### config.mk
export PLATFORM = sky130hd
export DESIGN_NAME = branch_resolution_tracker_flat
export DESIGN_NICKNAME = d
export VERILOG_FILES = /design/src/rtl/branch_resolution_tracker_if.sv /design/src/rtl/branch_resolution_tracker.sv /design/src/flat_wrapper.sv
export SDC_FILE = /design/constraint.sdc
export NUM_CORES = 1
export LEC_CHECK = 0
export CAP_MARGIN = 30
export CORE_MARGIN = 2
export CORE_UTILIZATION = 45
export CTS_CLUSTER_DIAMETER = 30
export DETAILED_ROUTE_END_ITERATION = 8
export PLACE_DENSITY = 0.78
export SLEW_MARGIN = 30
export SYNTH_ARGS = -nofsm -noshare
export SYNTH_HDL_FRONTEND = slang
export SYNTH_SLANG_ARGS = --single-unit
### constraint.sdc
create_clock -name clk -period 5.8 [get_ports clk]
set_input_delay 1.16 -clock clk [delete_from_list [all_inputs] [get_ports clk]]
set_output_delay 1.16 -clock clk [all_outputs]
set_load 0.01 [all_outputs]
### src/rtl/branch_resolution_tracker_if.sv
// rtl/branch_resolution_tracker_if.sv - fetch/execute/predictor signal bundle for the branch resolution tracker
interface branch_resolution_tracker_if #(
    parameter int PC_W = 32
);
    logic            pred_valid;
    logic [PC_W-1:0] pred_pc;
    logic            pred_taken;
    logic [PC_W-1:0] pred_target;
    logic            pred_stall;
    logic            res_valid;
    logic            res_taken;
    logic [PC_W-1:0] res_target;
    logic            pipe_flush;
    logic            update_valid;
    logic [PC_W-1:0] update_pc;
    logic            update_taken;
    logic [PC_W-1:0] update_target;
    logic            mispredict;
    logic [PC_W-1:0] redirect_pc;
    logic            underflow_err;

    modport master (
        output pred_valid, pred_pc, pred_taken, pred_target,
        output res_valid, res_taken, res_target, pipe_flush,
        input  pred_stall, update_valid, update_pc, update_taken, update_target,
        input  mispredict, redirect_pc, underflow_err
    );

    modport slave (
        input  pred_valid, pred_pc, pred_taken, pred_target,
        input  res_valid, res_taken, res_target, pipe_flush,
        output pred_stall, update_valid, update_pc, update_taken, update_target,
        output mispredict, redirect_pc, underflow_err
    );
endinterface

### src/rtl/branch_resolution_tracker.sv
// rtl/branch_resolution_tracker.sv - in-order prediction queue checked against execute resolutions
module branch_resolution_tracker #(
    parameter int DEPTH = 4,
    parameter int PC_W  = 32
) (
    input logic                         clk,
    input logic                         rst,
    branch_resolution_tracker_if.slave  bus
);
    localparam int AW = $clog2(DEPTH);
    localparam int CW = AW + 1;

    logic [PC_W-1:0] pc_mem    [DEPTH];
    logic            taken_mem [DEPTH];
    logic [PC_W-1:0] tgt_mem   [DEPTH];

    logic [AW-1:0] wr_ptr;
    logic [AW-1:0] rd_ptr;
    logic [CW-1:0] count;

    logic            empty;
    logic            full;
    logic            do_pop;
    logic            do_push;
    logic            underflow;
    logic            mismatch;
    logic            redirect;
    logic            clear;
    logic [PC_W-1:0] head_pc;
    logic [PC_W-1:0] head_tgt;
    logic            head_taken;

    logic            update_valid_q;
    logic [PC_W-1:0] update_pc_q;
    logic            update_taken_q;
    logic [PC_W-1:0] update_target_q;
    logic            mispredict_q;
    logic [PC_W-1:0] redirect_pc_q;
    logic            underflow_err_q;

    always_comb begin
        empty      = (count == '0);
        full       = (count == CW'(DEPTH));
        head_pc    = pc_mem[rd_ptr];
        head_taken = taken_mem[rd_ptr];
        head_tgt   = tgt_mem[rd_ptr];
        do_pop     = bus.res_valid && !empty;
        underflow  = bus.res_valid && empty;
        // Predicted target only matters when both sides agree the branch is taken.
        mismatch   = (head_taken != bus.res_taken) ||
                     (head_taken && bus.res_taken && (head_tgt != bus.res_target));
        redirect   = do_pop && mismatch && !bus.pipe_flush;
        clear      = bus.pipe_flush || redirect;
        // A pop frees the slot on the same edge, so a full queue can still accept.
        do_push    = bus.pred_valid && (!full || do_pop) && !clear;
    end

    assign bus.pred_stall = full;

    always_ff @(posedge clk) begin
        if (do_push) begin
            pc_mem[wr_ptr]    <= bus.pred_pc;
            taken_mem[wr_ptr] <= bus.pred_taken;
            tgt_mem[wr_ptr]   <= bus.pred_target;
        end
    end

    always_ff @(posedge clk or posedge rst) begin
        if (rst) begin
            wr_ptr <= '0;
            rd_ptr <= '0;
            count  <= '0;
        end else if (clear) begin
            rd_ptr <= wr_ptr;
            count  <= '0;
        end else begin
            if (do_push) wr_ptr <= wr_ptr + AW'(1);
            if (do_pop)  rd_ptr <= rd_ptr + AW'(1);
            if (do_push && !do_pop)      count <= count + CW'(1);
            else if (!do_push && do_pop) count <= count - CW'(1);
        end
    end

    always_ff @(posedge clk or posedge rst) begin
        if (rst) begin
            update_valid_q  <= 1'b0;
            update_pc_q     <= '0;
            update_taken_q  <= 1'b0;
            update_target_q <= '0;
            mispredict_q    <= 1'b0;
            redirect_pc_q   <= '0;
            underflow_err_q <= 1'b0;
        end else begin
            update_valid_q  <= do_pop;
            mispredict_q    <= redirect;
            underflow_err_q <= underflow_err_q || underflow;
            if (do_pop) begin
                update_pc_q     <= head_pc;
                update_taken_q  <= bus.res_taken;
                update_target_q <= bus.res_target;
            end
            if (redirect) begin
                redirect_pc_q <= bus.res_taken ? bus.res_target : head_pc + PC_W'(4);
            end
        end
    end

    assign bus.update_valid  = update_valid_q;
    assign bus.update_pc     = update_pc_q;
    assign bus.update_taken  = update_taken_q;
    assign bus.update_target = update_target_q;
    assign bus.mispredict    = mispredict_q;
    assign bus.redirect_pc   = redirect_pc_q;
    assign bus.underflow_err = underflow_err_q;
endmodule

### src/flat_wrapper.sv
// flat-port wrapper written by rule: the top's interface ports become plain ports
module branch_resolution_tracker_flat 
#(
    parameter int DEPTH = 4,
    parameter int PC_W  = 32
)
  (clk, rst, bus_pred_valid, bus_pred_pc, bus_pred_taken, bus_pred_target, bus_res_valid, bus_res_taken, bus_res_target, bus_pipe_flush, bus_pred_stall, bus_update_valid, bus_update_pc, bus_update_taken, bus_update_target, bus_mispredict, bus_redirect_pc, bus_underflow_err);
  branch_resolution_tracker_if #(.PC_W(PC_W)) bus_i ();
  input logic clk;
  input logic rst;
  input wire logic [$bits(bus_i.pred_valid)-1:0] bus_pred_valid;
  input wire logic [$bits(bus_i.pred_pc)-1:0] bus_pred_pc;
  input wire logic [$bits(bus_i.pred_taken)-1:0] bus_pred_taken;
  input wire logic [$bits(bus_i.pred_target)-1:0] bus_pred_target;
  input wire logic [$bits(bus_i.res_valid)-1:0] bus_res_valid;
  input wire logic [$bits(bus_i.res_taken)-1:0] bus_res_taken;
  input wire logic [$bits(bus_i.res_target)-1:0] bus_res_target;
  input wire logic [$bits(bus_i.pipe_flush)-1:0] bus_pipe_flush;
  output wire logic [$bits(bus_i.pred_stall)-1:0] bus_pred_stall;
  output wire logic [$bits(bus_i.update_valid)-1:0] bus_update_valid;
  output wire logic [$bits(bus_i.update_pc)-1:0] bus_update_pc;
  output wire logic [$bits(bus_i.update_taken)-1:0] bus_update_taken;
  output wire logic [$bits(bus_i.update_target)-1:0] bus_update_target;
  output wire logic [$bits(bus_i.mispredict)-1:0] bus_mispredict;
  output wire logic [$bits(bus_i.redirect_pc)-1:0] bus_redirect_pc;
  output wire logic [$bits(bus_i.underflow_err)-1:0] bus_underflow_err;
  assign bus_i.pred_valid = bus_pred_valid;
  assign bus_i.pred_pc = bus_pred_pc;
  assign bus_i.pred_taken = bus_pred_taken;
  assign bus_i.pred_target = bus_pred_target;
  assign bus_i.res_valid = bus_res_valid;
  assign bus_i.res_taken = bus_res_taken;
  assign bus_i.res_target = bus_res_target;
  assign bus_i.pipe_flush = bus_pipe_flush;
  assign bus_pred_stall = bus_i.pred_stall;
  assign bus_update_valid = bus_i.update_valid;
  assign bus_update_pc = bus_i.update_pc;
  assign bus_update_taken = bus_i.update_taken;
  assign bus_update_target = bus_i.update_target;
  assign bus_mispredict = bus_i.mispredict;
  assign bus_redirect_pc = bus_i.redirect_pc;
  assign bus_underflow_err = bus_i.underflow_err;
  branch_resolution_tracker #(.DEPTH(DEPTH), .PC_W(PC_W)) u_core (.clk(clk), .rst(rst), .bus(bus_i));
endmodule
==> flow_metrics.py, run 1 <==
metrics = {
    "run_status": {
        "outcome": "finished clean",
    },
    "routing": {
        "vias": 9159,
        "route.detailed.vias_per_inst": 5.40,
        "final_antenna_net_count": 0,
        "dr.pass1.iters": 8,
        "post_drt_wl_per_cell_um": 22.6,
        "initialDrtViolationCount": 782,
        "wirelength_um": 38300,
        "post-route-drc-count": 0,
    },
    "layout": {
        "final_nets": 1301,
        "most-common-layout-cells": "edfxtp_1, nand2_1, clkdlybuf4s50_1",
        "layout_cells_sized_above_1": 0.184,
        "layout.cells.most_common": "edfxtp_1",
        "final_cell_area_sq_um": 19800,
        "final_core_utilization": 0.609,
        "syn2layout_area_growth_pct": 33.1,
    },
    "setup_path": {
        "crit_arrival_ps": 4490,
        "critical_path.reg2reg.startpoint": "u_core.rd_ptr[0]",
        "reg2reg_slack_ps": 1540,
        "worstSetupEndpointType": "flip-flop",
        "critical-path-max-stage-delay_ps": 950,
        "depth_of_the_most_critical_reg_to_reg_path": 8,
        "crit_path_end": "u_core.pc_mem[0][16]",
        "path_max_fanout": 44,
        "cp.required_ps": 6030,
        "critical_path.startpoint": "u_core.rd_ptr[0]",
        "criticalPathCategory": "reg -> reg",
        "worstPathCellList": "mux4_2, xnor2_1, nand4_1, nor4_2, nand2_1, o21ai_1, and2_4, buf_12",
        "r2r-end": "u_core.pc_mem[0][16]",
        "crit_path_start_kind": "flip-flop",
        "cp_slowest_cell": "dfrtp_4",
    },
    "cts": {
        "cts-buffers-inserted": 70,
        "postCtsSetupBuffers": 0,
        "clock-sinks": 367,
        "clock_latency_ps": 560,
        "clockBufferDepth": 3,
        "htree_num_levels": 3,
        "cts_hold_buf": 0,
        "cts.clk_slew.worst_paths_ps": 50,
        "ctsRootBufferMaster": "clkbuf_16",
        "clock_tree_from_tritoncts": "built",
        "post_cts_gate_resize_count": 0,
    },
    "synthesis": {
        "synthesis.yosys.warnings": 0,
        "async_reset_ff_frac": 0.292,
        "dominantRegCellSynth": "edfxtp_1",
        "ys_seq_elements": 367,
        "synth_seq_area_share": 0.705,
        "yosys.cell_types.count": 43,
        "yosys.area.top_type": "edfxtp_1",
        "synth_area_leaders": "edfxtp_1, dfrtp_1, mux4_2, nand2_1, xnor2_1",
        "synth.top_cell.area_share": 0.525,
        "mappedNetlistArea_sq_um": 14900,
        "synth.net_count": 1053,
        "synth-edff-count": 260,
        "postSynthAreaPerCell_sq_um": 15.8,
        "cells_after_synth": 942,
    },
    "global_route": {
        "antenna_found_initial": 10,
        "global_route_wire_length_before_repair_um": 57400,
        "grt_use_total": 0.228,
        "globalRouteOverflowTotal": 0,
        "grt_start_max_net_pins": 73,
        "first_global_vias": 9458,
    },
    "sta": {
        "final_hold_viol_count": 0,
        "clock_skews_ps": 22.2,
        "max_slew.worst_pin.slew_ps": 858,
        "unrepaired_setup_endpoints_after_global_routing": "false",
        "timing.final.crit_period_ps": 4260,
        "final-setup-viol-count": 0,
        "final.period_utilization": 0.735,
        "maxClockFrequency_ghz": 0.234,
        "report.final.slew_viol_count": 0,
        "max_slew_margin": 0.428,
        "final_layout_setup_total_negative_slack_ps": 0,
    },
    "placed_design": {
        "placed_cell_area_sq_um": 17400,
        "hpwl_um": 24200,
        "routabilityCongestion": 0.795,
        "place.port_buffers": 203,
    },
    "hold_path": {
        "worstHoldPathType": "reg -> reg",
        "min_from": "u_core.bus.update_pc[7]",
    },
    "floorplan": {
        "placementRows": 66,
        "dieHeight_um": 186,
        "coreArea_sq_um": 32500,
        "top_level_ports": 204,
        "floorplan.initialDensity": 0.457,
        "die_w_um": 186,
        "dieArea_sq_um": 34500,
    },
    "power_and_ir_drop": {
        "vdd_ir_drop_max_mv": 0.283,
        "power-per-cell-area_nw_per_um2": 553,
        "power.static_leakage_uw": 0.00737,
    },
    "run": {
        "maxcap_viol_count": 0,
    },
}
## power breakdown
part	total, uW	internal (uW)	switching (uW)	leakage, uW
Combinational	3090	1560	1520	0.00255
Sequential	3870	3450	415	0.00368
Clock	4000	2680	1320	0.00114
Total	11000	7700	3260	0.00737
## routing by layer
metal  up-vias  share of wire  track usage
met5         -        0.00034            0
met4         2          0.029       0.0917
met3        81          0.094       0.0704
met2       466           0.49        0.365
met1      4603           0.39        0.290
li1       4007              -            -
## state kept, by name, summed over array words and instances (netlist names), 2 cells and up
signal                    count
u_core.bus.redirect_pc       32
u_core.bus.update_pc         32
u_core.bus.update_target     32
u_core.count                  3
u_core.pc_mem               128
u_core.rd_ptr                 2
u_core.taken_mem              4
u_core.tgt_mem              128
u_core.wr_ptr                 2
## how the worst min path moves through the flow
stage | end | slack (ps) | cells past startpoint
after floorplan | u_core.bus.underflow_err | 490 | 1
after global placement | u_core.bus.update_target[10] | 460 | 2
after detailed placement | u_core.bus.underflow_err | 460 | 1
after CTS | u_core.bus.update_pc[7] | 470 | 2
after global routing | u_core.bus.update_target[23] | 490 | 2
final | u_core.bus.update_pc[7] | 470 | 2
## cells in the mapped netlist (2+ instances only)
cell	count
edfxtp_1	260
nand2_1	236
dfrtp_1	107
mux4_2	65
xnor2_1	41
o21ai_0	37
mux2_2	27
clkbuf_1	25
xor2_1	22
nand4_1	19
inv_1	12
buf_6	9
nor2_1	8
and2_1	7
ha_1	7
mux2_1	7
nand3_1	7
and3_1	6
and4_1	4
buf_4	4
a211oi_1	3
buf_1	3
nor3_1	3
nor4_2	2
or3_1	2
or4_1	2
## layout make-up
type	count	area, sq um
clock inverters	42	434
flip-flops and latches	367	10500
well taps	442	553
clock buffers	87	1930
repair buffers	218	2210
fillers	2343	12700
multi-input cells	520	4110
inverters	13	53.8
diodes	6	15.0
## worst max-delay path: cells and delay by family, from the launching register on
family                 cells  cell delay, ps
multiplexers               1             660
buffers and inverters      1             300
flip-flops                 1             950
AND/OR/NAND/NOR            4            1350
AO/OA/AOI/OAI              1             440
XOR/XNOR                   1             170
## logic make-up (layout without fill, tap and decap cells)
family / count (synthesis) / in the layout / share of synthesized area
multiplexers: 99 / 99 / 0.124
AO/OA/AOI/OAI: 51 / 51 / 0.0204
buffers and inverters: 55 / 360 / 0.0195
XOR/XNOR: 63 / 63 / 0.0371
flip-flops: 367 / 367 / 0.705
other: 0 / 6 / 0
AND/OR/NAND/NOR: 299 / 299 / 0.0866
adder cells (fa/ha/maj): 8 / 8 / 0.00724
## metrics by stage
step	hold slack (ps)	power, uW	worst slack (ps)	cells
2_1_floorplan	493	5640	763	942
3_3_place_gp	458	6850	1360	1555
3_5_place_dp	460	6950	1490	1560
4_1_cts	472	11000	1550	1689
5_1_grt	495	11400	1230	1693
6_report	469	11000	1540	1695
Power figures use the tool's default switching activity.
==> run 2, diff against run 1 <==
PLACE_DENSITY = 0.8   (was 0.78)
clock period = 3.8 ns   (was 5.8 ns; I/O delays follow)
==> flow_metrics.py, run 2 (same netlist as run 1, synthesis figures left out) <==
metrics = {
    "cts": {
        "cts_hold_buf": 0,
        "htree_num_levels": 3,
        "clock_tree_from_tritoncts": "built",
        "ctsRootBufferMaster": "clkbuf_16",
        "clock-sinks": 367,
        "clockBufferDepth": 3,
        "cts-buffers-inserted": 72,
        "cts.clk_slew.worst_paths_ps": 40,
        "clock_latency_ps": 560,
    },
    "global_route": {
        "first_global_vias": 9841,
        "grt_use_total": 0.222,
        "globalRouteOverflowTotal": 0,
        "grt_start_max_net_pins": 71,
        "antenna_found_initial": 1,
        "global_route_wire_length_before_repair_um": 56800,
    },
    "power_and_ir_drop": {
        "vdd_ir_drop_max_mv": 0.431,
        "intPower_uw": 12100,
        "report.power.total_uw": 17200,
        "net-switching-power_uw": 5120,
        "power_frac_clock": 0.375,
        "comb_power_share": 0.293,
        "power.share.sequential": 0.332,
        "p_sw_frac": 0.297,
        "power-per-cell-area_nw_per_um2": 850,
        "power.static_leakage_uw": 0.00762,
    },
    "hold_path": {
        "worstHoldPathType": "reg -> reg",
        "hold_depth": 1,
        "min_from": "u_core.bus.underflow_err",
    },
    "routing": {
        "final_antenna_net_count": 0,
        "dr.pass1.iters": 5,
        "wirelength_um": 38000,
        "post_drt_wl_per_cell_um": 22.1,
        "post-route-drc-count": 0,
        "vias": 9216,
        "initialDrtViolationCount": 866,
        "route.detailed.vias_per_inst": 5.37,
    },
    "setup_path": {
        "crit_path_end": "u_core.count[1]",
        "crit_path_start_kind": "flip-flop",
        "criticalPathCategory": "reg -> reg",
        "worstPathCellList": "buf_4, mux4_2, xnor2_2, nand4_1, nor4_4, nand2_1, o21ai_4, ha_1, fa_1, nor2_1, a21oi_1, a211oi_1",
        "crit_arrival_ps": 4010,
        "depth_of_the_most_critical_reg_to_reg_path": 12,
        "critical_path.startpoint": "u_core.rd_ptr[0]",
        "worstSetupEndpointType": "flip-flop",
        "cp.required_ps": 4240,
        "cp_slowest_cell": "mux4_2",
        "critical-path-max-stage-delay_ps": 540,
        "path_max_fanout": 7,
        "critical_path.reg2reg.startpoint": "u_core.rd_ptr[0]",
        "r2r-end": "u_core.count[1]",
        "reg2reg_slack_ps": 220,
    },
    "floorplan": {
        "placementRows": 66,
        "coreArea_sq_um": 32500,
        "die_w_um": 186,
        "floorplan.initialDensity": 0.457,
        "top_level_ports": 204,
        "dieArea_sq_um": 34500,
        "dieHeight_um": 186,
    },
    "sta": {
        "maxClockFrequency_ghz": 0.280,
        "max_slew_margin": 0.402,
        "final.period_utilization": 0.941,
        "timing.hold.ws_ps": 454,
        "max_slew.worst_pin.slew_ps": 898,
        "worst_slack_ps": 224,
        "final_layout_setup_total_negative_slack_ps": 0,
        "final_hold_viol_count": 0,
        "clock_skews_ps": 25.0,
        "timing.final.crit_period_ps": 3580,
        "final-setup-viol-count": 0,
        "unrepaired_setup_endpoints_after_global_routing": "false",
        "report.final.slew_viol_count": 0,
    },
    "layout": {
        "syn2layout_area_growth_pct": 36.2,
        "final_cell_area_sq_um": 20300,
        "layout.cells.most_common": "edfxtp_1",
        "layout.filler_cells": 2354,
        "layout_cells_sized_above_1": 0.211,
        "final_nets": 1326,
        "most-common-layout-cells": "edfxtp_1, nand2_1, clkdlybuf4s50_1",
        "layout_top_registers": "u_core.pc_mem x128, u_core.tgt_mem x128",
    },
    "placed_design": {
        "routabilityCongestion": 0.802,
        "place.port_buffers": 203,
        "dp_worst_setup_slack_ps": -88.5,
        "placed_cell_area_sq_um": 17700,
        "hpwl_um": 24600,
    },
    "run": {
        "maxcap_viol_count": 0,
    },
    "run_status": {
        "outcome": "finished clean",
    },
}
[run 2: power groups by stage]
stage / clock network [uW] / logic [uW] / registers [uW]
4_1_cts: 6540 / 5080 / 5710
2_1_floorplan: 0 / 2730 / 5880
5_1_grt: 6740 / 5430 / 5790
3_3_place_gp: 0 / 4940 / 5720
6_report: 6470 / 5050 / 5710
3_5_place_dp: 0 / 5020 / 5750
[run 2: per-layer routing]
| metal | track usage | part of all wire |
|---|---|---|
| met1 | 0.283 | 0.40 |
| met4 | 0.0787 | 0.022 |
| met2 | 0.365 | 0.49 |
| met3 | 0.0650 | 0.090 |
| met5 | 0 | 0.00034 |
[run 2: cell type report]
cell class	count	area [sq um]	share of cell area
sequential	367	10500	0.518
multi-input combinational	520	4150	0.205
timing repair buffer	241	2470	0.122
clock buffer	90	2000	0.0989
tap	442	553	0.0273
clock inverter	43	544	0.0269
inverter	13	51.3	0.00253
antenna	1	2.50	0.000124
[run 2: timing repair]
action	in CTS	in global routing
setup endpoints to repair	0	130
hold endpoints to repair	0	0
resized for setup	0	4
buffers inserted	0	1
[run 2: worst min path at each step]
stage	to	slack [ps]
6_report	u_core.bus.underflow_err	450
5_1_grt	u_core.bus.update_pc[15]	500
4_1_cts	u_core.bus.underflow_err	450
3_5_place_dp	u_core.bus.underflow_err	440
3_3_place_gp	u_core.bus.underflow_err	440
2_1_floorplan	u_core.bus.underflow_err	490
[run 2: through the flow]
step | cells | utilization
after floorplan | 942 | -
after global placement | 1582 | 0.543
after detailed placement | 1582 | 0.543
after CTS | 1715 | 0.621
after global routing | 1716 | 0.622
final | 1717 | 0.623
[run 2: critical path, delay by kind of cell (launching register included)]
family / cells / cell delay (ps)
compound gates: 3 / 450
xor+xnor: 1 / 240
fa+ha+maj: 2 / 640
buf+inv: 1 / 230
flops: 1 / 490
mux: 1 / 540
simple gates: 4 / 880
